$ cat src/rtl/ex_muldiv.sv
// Iterative multiply/divide unit owning the HI/LO pair: shift-add multiply and
// restoring divide over WIDTH cycles, followed by one sign-correction cycle.
module ex_muldiv #(
    parameter int WIDTH = 32
) (
    input  logic             clk,
    input  logic             rst,
    input  logic             start,
    input  logic [1:0]       op,
    input  logic [WIDTH-1:0] op_a,
    input  logic [WIDTH-1:0] op_b,
    input  logic             mthi,
    input  logic             mtlo,
    input  logic [WIDTH-1:0] wdata,
    input  logic             flush,
    output logic             busy,
    output logic             done,
    output logic [WIDTH-1:0] hi,
    output logic [WIDTH-1:0] lo
);

    localparam int CW = (WIDTH > 1) ? $clog2(WIDTH) : 1;
    localparam logic [CW-1:0] LAST = CW'(WIDTH - 1);

    typedef enum logic [1:0] {
        IDLE,
        RUN,
        FIX
    } state_t;

    state_t           state;
    logic [CW-1:0]    count;
    logic             is_div;
    logic             neg_q;
    logic             neg_r;
    logic             b_zero;
    logic             ovf;
    logic [WIDTH-1:0] a_raw;
    logic [WIDTH-1:0] opnd;
    logic [WIDTH-1:0] work_hi;
    logic [WIDTH-1:0] work_lo;

    // Operand magnitudes and sign bookkeeping, taken from the live inputs at start.
    logic             sign_a;
    logic             sign_b;
    logic [WIDTH-1:0] mag_a;
    logic [WIDTH-1:0] mag_b;

    always_comb begin
        sign_a = ~op[0] & op_a[WIDTH-1];
        sign_b = ~op[0] & op_b[WIDTH-1];
        mag_a  = sign_a ? -op_a : op_a;
        mag_b  = sign_b ? -op_b : op_b;
    end

    // One iteration step. Multiply keeps {work_hi, work_lo} as the partial
    // product with the multiplier shifting out of work_lo; divide keeps the
    // partial remainder in work_hi and shifts quotient bits into work_lo.
    logic [WIDTH:0]   mul_sum;
    logic [WIDTH:0]   div_shift;
    logic [WIDTH:0]   div_diff;
    logic [WIDTH-1:0] next_hi;
    logic [WIDTH-1:0] next_lo;

    always_comb begin
        mul_sum   = {1'b0, work_hi} + (work_lo[0] ? {1'b0, opnd} : '0);
        div_shift = {work_hi, work_lo[WIDTH-1]};
        div_diff  = div_shift - {1'b0, opnd};
        next_hi   = work_hi;
        next_lo   = work_lo;
        if (!is_div) begin
            next_hi = mul_sum[WIDTH:1];
            next_lo = {mul_sum[0], work_lo[WIDTH-1:1]};
        end else if (!div_diff[WIDTH]) begin
            next_hi = div_diff[WIDTH-1:0];
            next_lo = {work_lo[WIDTH-2:0], 1'b1};
        end else begin
            next_hi = div_shift[WIDTH-1:0];
            next_lo = {work_lo[WIDTH-2:0], 1'b0};
        end
    end

    // Sign correction and the architectural special cases, committed in FIX.
    logic [2*WIDTH-1:0] prod;
    logic [WIDTH-1:0]   fix_hi;
    logic [WIDTH-1:0]   fix_lo;

    always_comb begin
        prod   = {work_hi, work_lo};
        fix_hi = '0;
        fix_lo = '0;
        if (!is_div) begin
            if (neg_q) begin
                prod = -prod;
            end
            fix_hi = prod[2*WIDTH-1:WIDTH];
            fix_lo = prod[WIDTH-1:0];
        end else if (b_zero) begin
            fix_hi = a_raw;
            fix_lo = '1;
        end else if (ovf) begin
            fix_hi = '0;
            fix_lo = {1'b1, {(WIDTH-1){1'b0}}};
        end else begin
            fix_hi = neg_r ? -work_hi : work_hi;
            fix_lo = neg_q ? -work_lo : work_lo;
        end
    end

    // Control FSM; HI/LO only change on MTHI/MTLO in IDLE or at the FIX commit.
    always_ff @(posedge clk or posedge rst) begin
        if (rst) begin
            state   <= IDLE;
            count   <= '0;
            is_div  <= 1'b0;
            neg_q   <= 1'b0;
            neg_r   <= 1'b0;
            b_zero  <= 1'b0;
            ovf     <= 1'b0;
            a_raw   <= '0;
            opnd    <= '0;
            work_hi <= '0;
            work_lo <= '0;
            busy    <= 1'b0;
            done    <= 1'b0;
            hi      <= '0;
            lo      <= '0;
        end else begin
            done <= 1'b0;
            case (state)
                IDLE: begin
                    if (start && !flush) begin
                        state   <= RUN;
                        busy    <= 1'b1;
                        count   <= '0;
                        is_div  <= op[1];
                        neg_q   <= sign_a ^ sign_b;
                        neg_r   <= sign_a;
                        b_zero  <= (op_b == '0);
                        ovf     <= ~op[0] & (op_a == {1'b1, {(WIDTH-1){1'b0}}}) & (op_b == '1);
                        a_raw   <= op_a;
                        opnd    <= op[1] ? mag_b : mag_a;
                        work_hi <= '0;
                        work_lo <= op[1] ? mag_a : mag_b;
                    end else if (!start) begin
                        if (mthi) begin
                            hi <= wdata;
                        end
                        if (mtlo) begin
                            lo <= wdata;
                        end
                    end
                end
                RUN: begin
                    if (flush) begin
                        state <= IDLE;
                        busy  <= 1'b0;
                    end else begin
                        work_hi <= next_hi;
                        work_lo <= next_lo;
                        count   <= count + 1'b1;
                        if (count == LAST) begin
                            state <= FIX;
                        end
                    end
                end
                FIX: begin
                    state <= IDLE;
                    busy  <= 1'b0;
                    if (!flush) begin
                        hi   <= fix_hi;
                        lo   <= fix_lo;
                        done <= 1'b1;
                    end
                end
                default: begin
                    state <= IDLE;
                    busy  <= 1'b0;
                end
            endcase
        end
    end

endmodule

$ cat config.mk
export PLATFORM = sky130hd
export DESIGN_NAME = ex_muldiv
export DESIGN_NICKNAME = d
export VERILOG_FILES = /design/src/rtl/ex_muldiv.sv
export SDC_FILE = /design/constraint.sdc
export NUM_CORES = 1
export LEC_CHECK = 0
export ABC_AREA = 1
export CAP_MARGIN = 5
export CORE_MARGIN = 2
export CORE_UTILIZATION = 45
export DETAILED_ROUTE_END_ITERATION = 16
export PLACE_DENSITY_LB_ADDON = 0.25
export SETUP_SLACK_MARGIN = 0.4
export SYNTH_ARGS = -nofsm -noshare
export SYNTH_HDL_FRONTEND = slang
export SYNTH_SLANG_ARGS = --single-unit
$ cat constraint.sdc
create_clock -name clk -period 13.9 [get_ports clk]
set_clock_uncertainty 0.1 [all_clocks]
set_input_delay 2.78 -clock clk [delete_from_list [all_inputs] [get_ports clk]]
set_output_delay 2.78 -clock clk [all_outputs]
set_load 0.01 [all_outputs]
==> load_flow_metrics.sql <==
INSERT INTO impl_metrics (metric_group, metric, value, unit) VALUES
('critical_path', 'path_buf_inv', '5', ''),
('logic_synthesis', 'synthMostInstantiatedCell', 'sky130_fd_sc_hd__nand2_1', ''),
('outcome', 'status', 'finished, final reports clean', ''),
('detailed_routing', 'drt_first_iter_violations', '3212', ''),
('critical_path', 'reg2reg_slack', '10.17', 'ns'),
('global_route', 'grtUsageTotal', '36.5', '%'),
('clock_tree', 'clock_sinks', '206', ''),
('timing', 'slew_viol_final', '0', ''),
('layout', 'antenna-diode-count', '0', ''),
('global_route', 'maximum_number_of_pins_on_one_net_before_global_route_repair', '86', ''),
('critical_path', 'rr_worst_depth', '13', ''),
('min_path', 'hp-start', 'a_raw[28]', ''),
('detailed_routing', 'met2WireLength', '36300', 'µm'),
('logic_synthesis', 'synth_edf_count', '0', ''),
('clock_tree', 'htree_levels', '1', ''),
('critical_path', 'cp_slowest_stage_delay', '0.59', 'ns'),
('detailed_routing', 'viasPerCell', '5.64', ''),
('global_route', 'grt.overflow.total', '0', ''),
('detailed_routing', 'routed-wl-met3', '10100', 'µm'),
('logic_synthesis', 'syn-num-nets', '3735', ''),
('global_route', 'number_of_antenna_violations_at_the_first_check_in_global_routing', '1', ''),
('detailed_routing', 'post_drt_wl_per_cell', '20.7', 'µm'),
('layout', 'layout-drive-gt1-share', '4.56', '%'),
('timing', 'grt_setup_unrepaired', 'false', ''),
('logic_synthesis', 'synth.yosys.seq_area_share', '24.9', '%'),
('detailed_routing', 'top_signal_layer_used', 'met5', ''),
('layout', 'area_of_the_multi_input_gates', '0.0132', 'mm²'),
('clock_tree', 'clock_tree.buffer_depth', '3', ''),
('clock_tree', 'post-cts-setup-buffer-count', '0', ''),
('pwr', 'clock_power_share', '12.8', '%'),
('pwr', 'p_int', '2.43', 'mW'),
('pwr', 'power.sequential.fraction', '23.0', '%'),
('global_route', 'grt_pass1_wl', '132000', 'µm'),
('critical_path', 'cp.arrival', '5.95', 'ns'),
('clock_tree', 'clk_latency', '0.57', 'ns'),
('floorplan', 'area_of_the_die', '0.0478', 'mm²'),
('layout', 'area.sequential', '0.00516', 'mm²'),
('timing', 'final_number_of_hold_violating_endpoints', '0', ''),
('timing', 'time_the_final_worst_path_needs_with_i_o_delays_and_setup', '5.59', 'ns'),
('floorplan', 'ioPinCount', '170', ''),
('clock_tree', 'cts_root_buf', 'sky130_fd_sc_hd__clkbuf_16', ''),
('detailed_routing', 'routed_wl', '88100', 'µm'),
('place', 'post_place_worst_slack', '7.88', 'ns'),
('clock_tree', 'cts.repair.resized', '0', ''),
('job', 'cap_viol_max_count', '0', ''),
('pwr', 'total_switching_power', '3.02', 'mW'),
('min_path', 'worstHoldPathCells', '2', ''),
('layout', 'fillerInstances', '4893', ''),
('critical_path', 'crit_path_cell_trace', 'clkdlybuf4s50_1, nor2_2, buf_4, inv_2, nand2_1, nor2_4, buf_4, nand2_1, inv_2, nand3_1, o211ai_1', ''),
('timing', 'final_critical_path_setup_slack', '8.31', 'ns'),
('logic_synthesis', 'synth_area_leaders', 'sky130_fd_sc_hd__dfrtp_1 25%, sky130_fd_sc_hd__nand2_1 20%, sky130_fd_sc_hd__nor2_1 8.5%, sky130_fd_sc_hd__inv_1 8.3%, sky130_fd_sc_hd__nand3_1 8.1%', ''),
('timing', 'setup_viol', '0', ''),
('pwr', 'p_sw_share', '55.4', '%'),
('logic_synthesis', 'synth.cell_area', '0.0207', 'mm²'),
('logic_synthesis', 'netlist.top_cell.by_area', 'sky130_fd_sc_hd__dfrtp_1', ''),
('floorplan', 'floorplan.die.height', '219', 'µm'),
('logic_synthesis', 'proportion_of_netlist_area_held_by_the_largest_area_contributor', '24.9', '%'),
('critical_path', 'critPathKind', 'primary input to register', ''),
('floorplan', 'design.core.area', '0.0454', 'mm²'),
('logic_synthesis', 'yosys.cell_types.count', '51', ''),
('logic_synthesis', 'yosys-top-cells-count', '1104 x sky130_fd_sc_hd__nand2_1, 468 x sky130_fd_sc_hd__nor2_1, 456 x sky130_fd_sc_hd__inv_1', ''),
('clock_tree', 'cts_hold_repair.buffers', '0', ''),
('timing', 'worst-slew-pin-transition', '1.08', 'ns'),
('floorplan', 'dieWidth', '219', 'µm'),
('clock_tree', 'cts_tree', 'built', ''),
('critical_path', 'worst_setup_path_end_kind', 'register', ''),
('timing', 'post-route-period-util', '40.2', '%'),
('layout', 'areaGrowthSynthToFinish', '14.0', '%'),
('logic_synthesis', 'postSynth.topFlopCell', 'sky130_fd_sc_hd__dfrtp_1', ''),
('pwr', 'maximum_vdd_drop', '145', 'µV'),
('critical_path', 'critPathMaxFanout', '67', '');
## stage by stage
| step | total power [mW] | std cells | hold slack, ns | utilization [%] | area [µm²] |
|---|---|---|---|---|---|
| after global routing | 5.84 | 4265 | 0.410 | 52.1 | 23600 |
| after global placement | 4.60 | 4220 | 0.370 | 50.2 | 22800 |
| after CTS | 5.33 | 4265 | 0.390 | 52.1 | 23600 |
| after detailed placement | 4.62 | 4220 | 0.375 | 50.2 | 22800 |
| final | 5.45 | 4265 | 0.390 | 52.1 | 23600 |
| after floorplan | 3.42 | 3558 | 0.342 | - | 20700 |
## sequential cells by signal (all words and copies together), names as in the netlist
name     cells
neg_r        1
busy         1
work_hi     32
work_lo     32
a_raw       32
opnd        32
b_zero       1
ovf          1
hi          32
is_div       1
neg_q        1
count        5
done         1
state        2
lo          32
## worst min-delay path: stages, from the launching register on
cell,delay (ns)
sky130_fd_sc_hd__dfrtp_1,0.34
sky130_fd_sc_hd__nand2_1,0.05
sky130_fd_sc_hd__o21ai_0,0.06
## power groups by stage
stage               clock network (mW)  logic, mW  registers [mW]
floorplan                            0       2.31            1.11
global placement                     0       3.37            1.24
detailed placement                   0       3.38            1.24
CTS                              0.701       3.40            1.23
global route                     0.727       3.85            1.26
finish                           0.696       3.50            1.25
## cells in the final DEF (no fill, tap or decap), drive strengths merged, types with 32 or more instances in the layout
cell type,Yosys,layout
clkdlybuf4s50,0,169
a21oi,232,232
nand2,1129,1129
ha,71,71
inv,473,474
clkbuf,69,32
o21ai,232,232
xor2,56,56
nand3,342,342
dfrtp,206,206
nor2,489,489
## logic make-up (layout without fill, tap and decap cells)
kind of cell / count (synthesis) / after routing / share of synthesized area, %
AO/OA/AOI/OAI: 544 / 544 / 14.5
XOR/XNOR: 68 / 68 / 2.87
adder cells (fa/ha/maj): 73 / 73 / 4.48
buffers and inverters: 604 / 711 / 11.5
flip-flops: 206 / 206 / 24.9
AND/OR/NAND/NOR: 2063 / 2063 / 41.8
## layer usage
metal | track usage (%) | up-vias
met1 | 52.2 | 11000
met2 | 52.9 | 1311
met5 | 0 | -
met4 | 13.9 | 2
li1 | - | 11500
met3 | 8.36 | 180
## worst max-delay path by stage
stage           from        to  slack, ns  depth (start not counted)
2_1_floorplan    rst  a_raw[0]       5.40                          1
3_3_place_gp   flush  opnd[31]       7.90                         11
3_5_place_dp   flush  opnd[31]       7.88                         11
4_1_cts        flush  opnd[31]       8.43                         11
5_1_grt        flush  opnd[31]       8.17                         11
6_report       flush  opnd[31]       8.31                         11
## cell type report
cell class                 count  area share [%]
multi-input combinational   2748            56.0
sequential                   206            21.8
timing repair buffer         191            7.86
inverter                     475            7.58
tap                          600            3.18
clock buffer                  32            2.97
clock inverter                13           0.646
Power figures use the tool's default switching activity.
